--- src/rtl/hazard_pkg.sv ---
// Shared definitions for the ID/EX hazard and stall controller.
// FSM state encoding, default register-field width and control-bundle constants.
package hazard_pkg;

  localparam int DEF_REG_AW = 3;
  localparam int REM_W      = 3;

  typedef enum logic [1:0] {
    IDLE  = 2'd0,
    STALL = 2'd1,
    FLUSH = 2'd2
  } hz_state_t;

  typedef struct packed {
    logic hazard;
    logic pc_write;
    logic ifid_write;
    logic ifid_flush;
    logic idex_flush;
  } hz_ctrl_t;

  localparam hz_ctrl_t CTRL_IDLE   = '{hazard: 1'b0, pc_write: 1'b1, ifid_write: 1'b1,
                                       ifid_flush: 1'b0, idex_flush: 1'b0};
  localparam hz_ctrl_t CTRL_STALL  = '{hazard: 1'b1, pc_write: 1'b0, ifid_write: 1'b0,
                                       ifid_flush: 1'b0, idex_flush: 1'b1};
  localparam hz_ctrl_t CTRL_BRANCH = '{hazard: 1'b0, pc_write: 1'b1, ifid_write: 1'b1,
                                       ifid_flush: 1'b1, idex_flush: 1'b1};
  localparam hz_ctrl_t CTRL_FREEZE = '{hazard: 1'b0, pc_write: 1'b0, ifid_write: 1'b0,
                                       ifid_flush: 1'b0, idex_flush: 1'b0};

endpackage

--- src/rtl/hazard_match.sv ---
// Combinational load-use comparator: a load in EX writes a register the ID
// instruction actually reads. Register 0 is compared like any other.
module hazard_match
  import hazard_pkg::*;
#(
  parameter int REG_AW = DEF_REG_AW
) (
  input  logic              EX_memread,
  input  logic [REG_AW-1:0] EX_rt,
  input  logic [REG_AW-1:0] ID_rs,
  input  logic [REG_AW-1:0] ID_rt,
  input  logic              ID_uses_rs,
  input  logic              ID_uses_rt,
  output logic              luse
);

  logic rs_hit;
  logic rt_hit;

  always_comb begin
    rs_hit = ID_uses_rs && (EX_rt == ID_rs);
    rt_hit = ID_uses_rt && (EX_rt == ID_rt);
    luse   = EX_memread && (rs_hit || rt_hit);
  end

endmodule

--- src/rtl/hazard_stall_ctrl.sv ---
// ID/EX hazard controller: multi-cycle load-use stall, taken-branch flush and
// memory-busy freeze. Optional saturating stall counter under HAZARD_PERF_CNT_EN.
module hazard_stall_ctrl
  import hazard_pkg::*;
#(
  parameter int REG_AW   = DEF_REG_AW,
  parameter int LOAD_LAT = 1,
  parameter int CNT_W    = 16
) (
  input  logic              clk,
  input  logic              reset,
  input  logic              EX_memread,
  input  logic [REG_AW-1:0] EX_rt,
  input  logic [REG_AW-1:0] ID_rs,
  input  logic [REG_AW-1:0] ID_rt,
  input  logic              ID_uses_rs,
  input  logic              ID_uses_rt,
  input  logic              branch_taken,
  input  logic              mem_busy,
  output logic              hazard,
  output logic              PCWrite,
  output logic              IF_IDwrite,
  output logic              IF_IDflush,
  output logic              ID_EXflush,
  output logic [CNT_W-1:0]  stall_count
);

  localparam logic [REM_W-1:0] REM_INIT = REM_W'(LOAD_LAT - 1);

  hz_state_t        state, state_n;
  logic [REM_W-1:0] rem, rem_n;
  logic             luse;
  hz_ctrl_t         ctrl;

  hazard_match #(
    .REG_AW (REG_AW)
  ) u_match (
    .EX_memread (EX_memread),
    .EX_rt      (EX_rt),
    .ID_rs      (ID_rs),
    .ID_rt      (ID_rt),
    .ID_uses_rs (ID_uses_rs),
    .ID_uses_rt (ID_uses_rt),
    .luse       (luse)
  );

  always_ff @(posedge clk or negedge reset) begin
    if (!reset) begin
      state <= IDLE;
      rem   <= '0;
    end else begin
      state <= state_n;
      rem   <= rem_n;
    end
  end

  always_comb begin
    state_n = state;
    rem_n   = rem;
    if (!mem_busy) begin
      unique case (state)
        IDLE: begin
          if (branch_taken) begin
            state_n = FLUSH;
            rem_n   = '0;
          end else if (luse && (LOAD_LAT > 1)) begin
            state_n = STALL;
            rem_n   = REM_INIT;
          end
        end
        STALL: begin
          if (branch_taken) begin
            state_n = FLUSH;
            rem_n   = '0;
          end else if (rem == REM_W'(1)) begin
            state_n = IDLE;
            rem_n   = '0;
          end else begin
            rem_n = rem - REM_W'(1);
          end
        end
        FLUSH: begin
          state_n = IDLE;
        end
        default: begin
          state_n = IDLE;
          rem_n   = '0;
        end
      endcase
    end
  end

  // Reset is gated in here as well: in IDLE a live luse would otherwise leak
  // through to the outputs while reset is still held.
  always_comb begin
    ctrl = CTRL_IDLE;
    if (!reset) begin
      ctrl = CTRL_IDLE;
    end else if (mem_busy) begin
      ctrl = CTRL_FREEZE;
    end else begin
      unique case (state)
        IDLE: begin
          if (branch_taken)  ctrl = CTRL_BRANCH;
          else if (luse)     ctrl = CTRL_STALL;
        end
        STALL: begin
          if (branch_taken)  ctrl = CTRL_BRANCH;
          else               ctrl = CTRL_STALL;
        end
        FLUSH:   ctrl = CTRL_IDLE;
        default: ctrl = CTRL_IDLE;
      endcase
    end
  end

  always_comb begin
    hazard     = ctrl.hazard;
    PCWrite    = ctrl.pc_write;
    IF_IDwrite = ctrl.ifid_write;
    IF_IDflush = ctrl.ifid_flush;
    ID_EXflush = ctrl.idex_flush;
  end

`ifdef HAZARD_PERF_CNT_EN
  logic [CNT_W-1:0] stall_cnt_q;

  always_ff @(posedge clk or negedge reset) begin
    if (!reset) begin
      stall_cnt_q <= '0;
    end else if (hazard && (stall_cnt_q != '1)) begin
      stall_cnt_q <= stall_cnt_q + CNT_W'(1);
    end
  end

  assign stall_count = stall_cnt_q;
`else
  assign stall_count = '0;
`endif

endmodule

--- config.mk ---
export PLATFORM = sky130hd
export DESIGN_NAME = hazard_stall_ctrl
export DESIGN_NICKNAME = d
export VERILOG_FILES = /design/src/rtl/hazard_pkg.sv /design/src/rtl/hazard_match.sv /design/src/rtl/hazard_stall_ctrl.sv
export SDC_FILE = /design/constraint.sdc
export NUM_CORES = 1
export LEC_CHECK = 0
export BUFFER_PORTS_ARGS = -buffer_cell sky130_fd_sc_hd__buf_2
export CAP_MARGIN = 20
export CELL_PAD_IN_SITES_DETAIL_PLACEMENT = 1
export CELL_PAD_IN_SITES_GLOBAL_PLACEMENT = 1
export CORE_MARGIN = 2
export CORE_UTILIZATION = 18
export CTS_CLUSTER_DIAMETER = 40
export CTS_CLUSTER_SIZE = 8
export DETAILED_ROUTE_END_ITERATION = 6
export PLACE_DENSITY_LB_ADDON = 0.1
export RECOVER_POWER = 25
export SLEW_MARGIN = 20
export SYNTH_ARGS = -nofsm -noshare
export SYNTH_HDL_FRONTEND = slang
export SYNTH_HIERARCHICAL = 1
export SYNTH_SLANG_ARGS = --single-unit
--- constraint.sdc ---
create_clock -name clk -period 1.7 [get_ports clk]
set_clock_uncertainty 0.1 [all_clocks]
set_input_delay 0.255 -clock clk [delete_from_list [all_inputs] [get_ports clk]]
set_output_delay 0.255 -clock clk [all_outputs]
set_load 0.02 [all_outputs]
==> out/metrics.yaml <==
run_status:
  outcome: "finished, final reports clean"
layout:
  num-fill-cells: 206
  largest_reg_flops: 1
  stdcell_count: 71
  reg.largest.list: "state x1"
  antenna_cells_inserted: 0
  area.growth.synth_to_final_pct: 26.0
  post-route-cell-area_um2: 364
  post_route_cells_drive_above_1_share_pct: 47.3
  top_register: "state"
  finish.net_count: 73
global_routing:
  antenna_found_initial: 0
  global_route.usage.total_pct: 6.23
  grt_pass1_wl_um: 966
  grt_pass1_vias: 216
  grt_max_degree: 6
  grt_overflow: 0
setup_path:
  r2r.worst_path.cells: 2
  r2r_end: "state[1]$_DFFE_PN0P_"
  critical_path_class: "input pin to output pin"
  critical_path.reg2reg.startpoint: "state[1]$_DFFE_PN0P_"
  critical_path.max_fanout: 5
  worst_ep_arrival_time_ns: 1.27
  reg2reg_setup_slack_ns: 0.81
  cp-start-kind: "input pin"
  timing.critical_path.required_ns: 1.34
  end_kind: "output pin"
clock_network:
  clk_pin_slew_ns: 0
  clk-insertion-delay-late_ns: 0
floorplanning:
  top_level_ports: 37
  floorplan.rows: 14
  die_width_um: 44.1
  die_h_um: 44.1
  starting_density_pct: 19.2
  overall_die_area_mm2: 0.00194
  core_area_mm2: 0.00151
sta:
  timing.setup.tns_ns: 0
  grt_setup_unrepaired: "no"
  post_route_fraction_of_the_period_consumed_by_the_critical_path_pct: 95.4
  slew_violations: 0
  report.final.hold_viol_count: 0
  timing.final.setup_violations: 0
  maxClockFrequency_mhz: 616
  final_period_minus_worst_setup_slack_ns: 1.62
  hold_slack_ns: 0.439
placed_design:
  placedCellCount: 70
  port-buffer-count: 20
  gpl.final_weighted_congestion: 0.578
  place_area_um2: 338
routing:
  route.final.wire_length_um: 592
  ant_nets: 0
  via_count: 247
  drt-vias-per-instance: 3.48
  dr.first_iter.drc_count: 0
  wire_per_inst_um: 8.34
  drt_first_pass_iters: 1
  drt_drc_violations_left: 0
job:
  cap_violations: 0
yosys:
  synth_cells: 36
  post_syn_area_um2: 289
  synth-seq-cells: 1
  ys.warnings.count: 6
  yosysUniqueCellTypes: 14
  ys_seq_area_share_pct: 8.66
  synth.avg_cell_area_um2: 8.03
pwr:
  pwr_density_cell_mw_per_mm2: 349
  switch_pwr_w: 0.0000638
  worst_ir_drop_vdd_mv: 0.144
  p_leak_nw: 0.210
  internal_power_w: 0.0000633
  clkPwrFrac_pct: 0
  power.switching_fraction_pct: 50.2
  combinational_share_of_power_pct: 76.4
  seq_power_share_pct: 23.6
hold_path:
  hold-path-cell-count: 2
  hold_critical_path_endpoint: "state[1]$_DFFE_PN0P_"
  hold_path.startpoint: "branch_taken"
  min_path_type: "input pin to register"
final cells by class:
type	count	area (um2)	share of cell area [%]
Timing Repair Buffer	21	110	30.2
Sequential cell	1	25.0	6.87
Tap cell	16	20.0	5.50
Multi-Input combinational cell	33	209	57.4
synth_stat cells, drive strengths merged:
cell type	n	area share, %
buf	17	44
xnor2	6	18
nand4	2	4.3
a21bo	1	3.5
a21boi	1	2.6
and3	1	2.6
and4b	1	3.5
conb	1	1.3
dfrtp	1	8.7
nand2	1	1.3
nor2	1	2.2
nor3b	1	2.6
o211a	1	3.5
o21ai	1	1.7
per-layer routing:
layer  vias to the layer above  track usage, %  part of all wire, %
li1                        126               -                    -
met1                       105            8.46                   40
met2                        16            11.5                   51
met3                         0           0.408                  9.1
met4                         0               0                    0
met5                         -               0                    0
layout by cell type, fill, tap and decap left out:
| cell | count |
|---|---|
| sky130_fd_sc_hd__a21boi_2 | 1 |
| sky130_fd_sc_hd__nor2_2 | 1 |
| sky130_fd_sc_hd__a21bo_2 | 1 |
| sky130_fd_sc_hd__dlygate4sd3_1 | 1 |
| sky130_fd_sc_hd__conb_1 | 16 |
| sky130_fd_sc_hd__buf_2 | 20 |
| sky130_fd_sc_hd__and3_2 | 1 |
| sky130_fd_sc_hd__xnor2_1 | 5 |
| sky130_fd_sc_hd__dfrtp_1 | 1 |
| sky130_fd_sc_hd__and4b_1 | 1 |
| sky130_fd_sc_hd__nand2_1 | 1 |
| sky130_fd_sc_hd__xnor2_2 | 1 |
| sky130_fd_sc_hd__nor3b_2 | 1 |
| sky130_fd_sc_hd__o21ai_1 | 1 |
| sky130_fd_sc_hd__o211a_1 | 1 |
| sky130_fd_sc_hd__nand4_1 | 2 |
worst max-delay path: stages:
cell	delay, ns
sky130_fd_sc_hd__dlygate4sd3_1	0.52
sky130_fd_sc_hd__buf_2	0.15
sky130_fd_sc_hd__and3_2	0.19
sky130_fd_sc_hd__buf_2	0.15
worst max-delay path by stage:
stage	startpoint	to	slack [ns]
after floorplan	EX_rt[0]	PCWrite	0.1
after global placement	EX_rt[0]	IF_IDwrite	-0.03
after detailed placement	EX_rt[0]	IF_IDwrite	-0.02
after CTS	EX_rt[0]	IF_IDwrite	0.005
after global routing	EX_rt[1]	PCWrite	0.0008
final	reset	IF_IDflush	0.08
power groups by stage:
stage | clock, W | combinational [W] | sequential (W)
3_5_place_dp | 0 | 0.0000928 | 0.0000294
6_report | 0 | 0.0000971 | 0.0000300
2_1_floorplan | 0 | 0.0000922 | 0.0000290
5_1_grt | 0 | 0.000107 | 0.0000304
4_1_cts | 0 | 0.0000954 | 0.0000294
3_3_place_gp | 0 | 0.0000925 | 0.0000294
cell families after synthesis:
family                    count (synthesis)  synth area share [%]
AOI/OAI and AO/OA                         4                  11.3
and+or+nand+nor                           7                  16.5
xor gates and xnor gates                  6                  18.2
buffers and inverters                    17                  44.2
DFF                                       1                  8.66
other                                     1                  1.30
through the flow:
step | utilization, % | power, W | setup slack, ns
2_1_floorplan | - | 0.000121 | 0.0959
3_3_place_gp | 22.4 | 0.000122 | -0.0258
3_5_place_dp | 22.4 | 0.000122 | -0.0202
4_1_cts | 23.3 | 0.000125 | 0.00485
5_1_grt | 24.2 | 0.000137 | 0.000838
6_report | 24.2 | 0.000127 | 0.0777
timing repair:
action                                  in CTS  in global routing
pin swaps                                    0                  1
resized for setup                            1                  2
hold endpoints to repair                     1                  0
hold buffers                                 1                  0
endpoints found under the setup margin       2                  2
setup buffers                                0                  0
(Power assumes the default switching activity.)
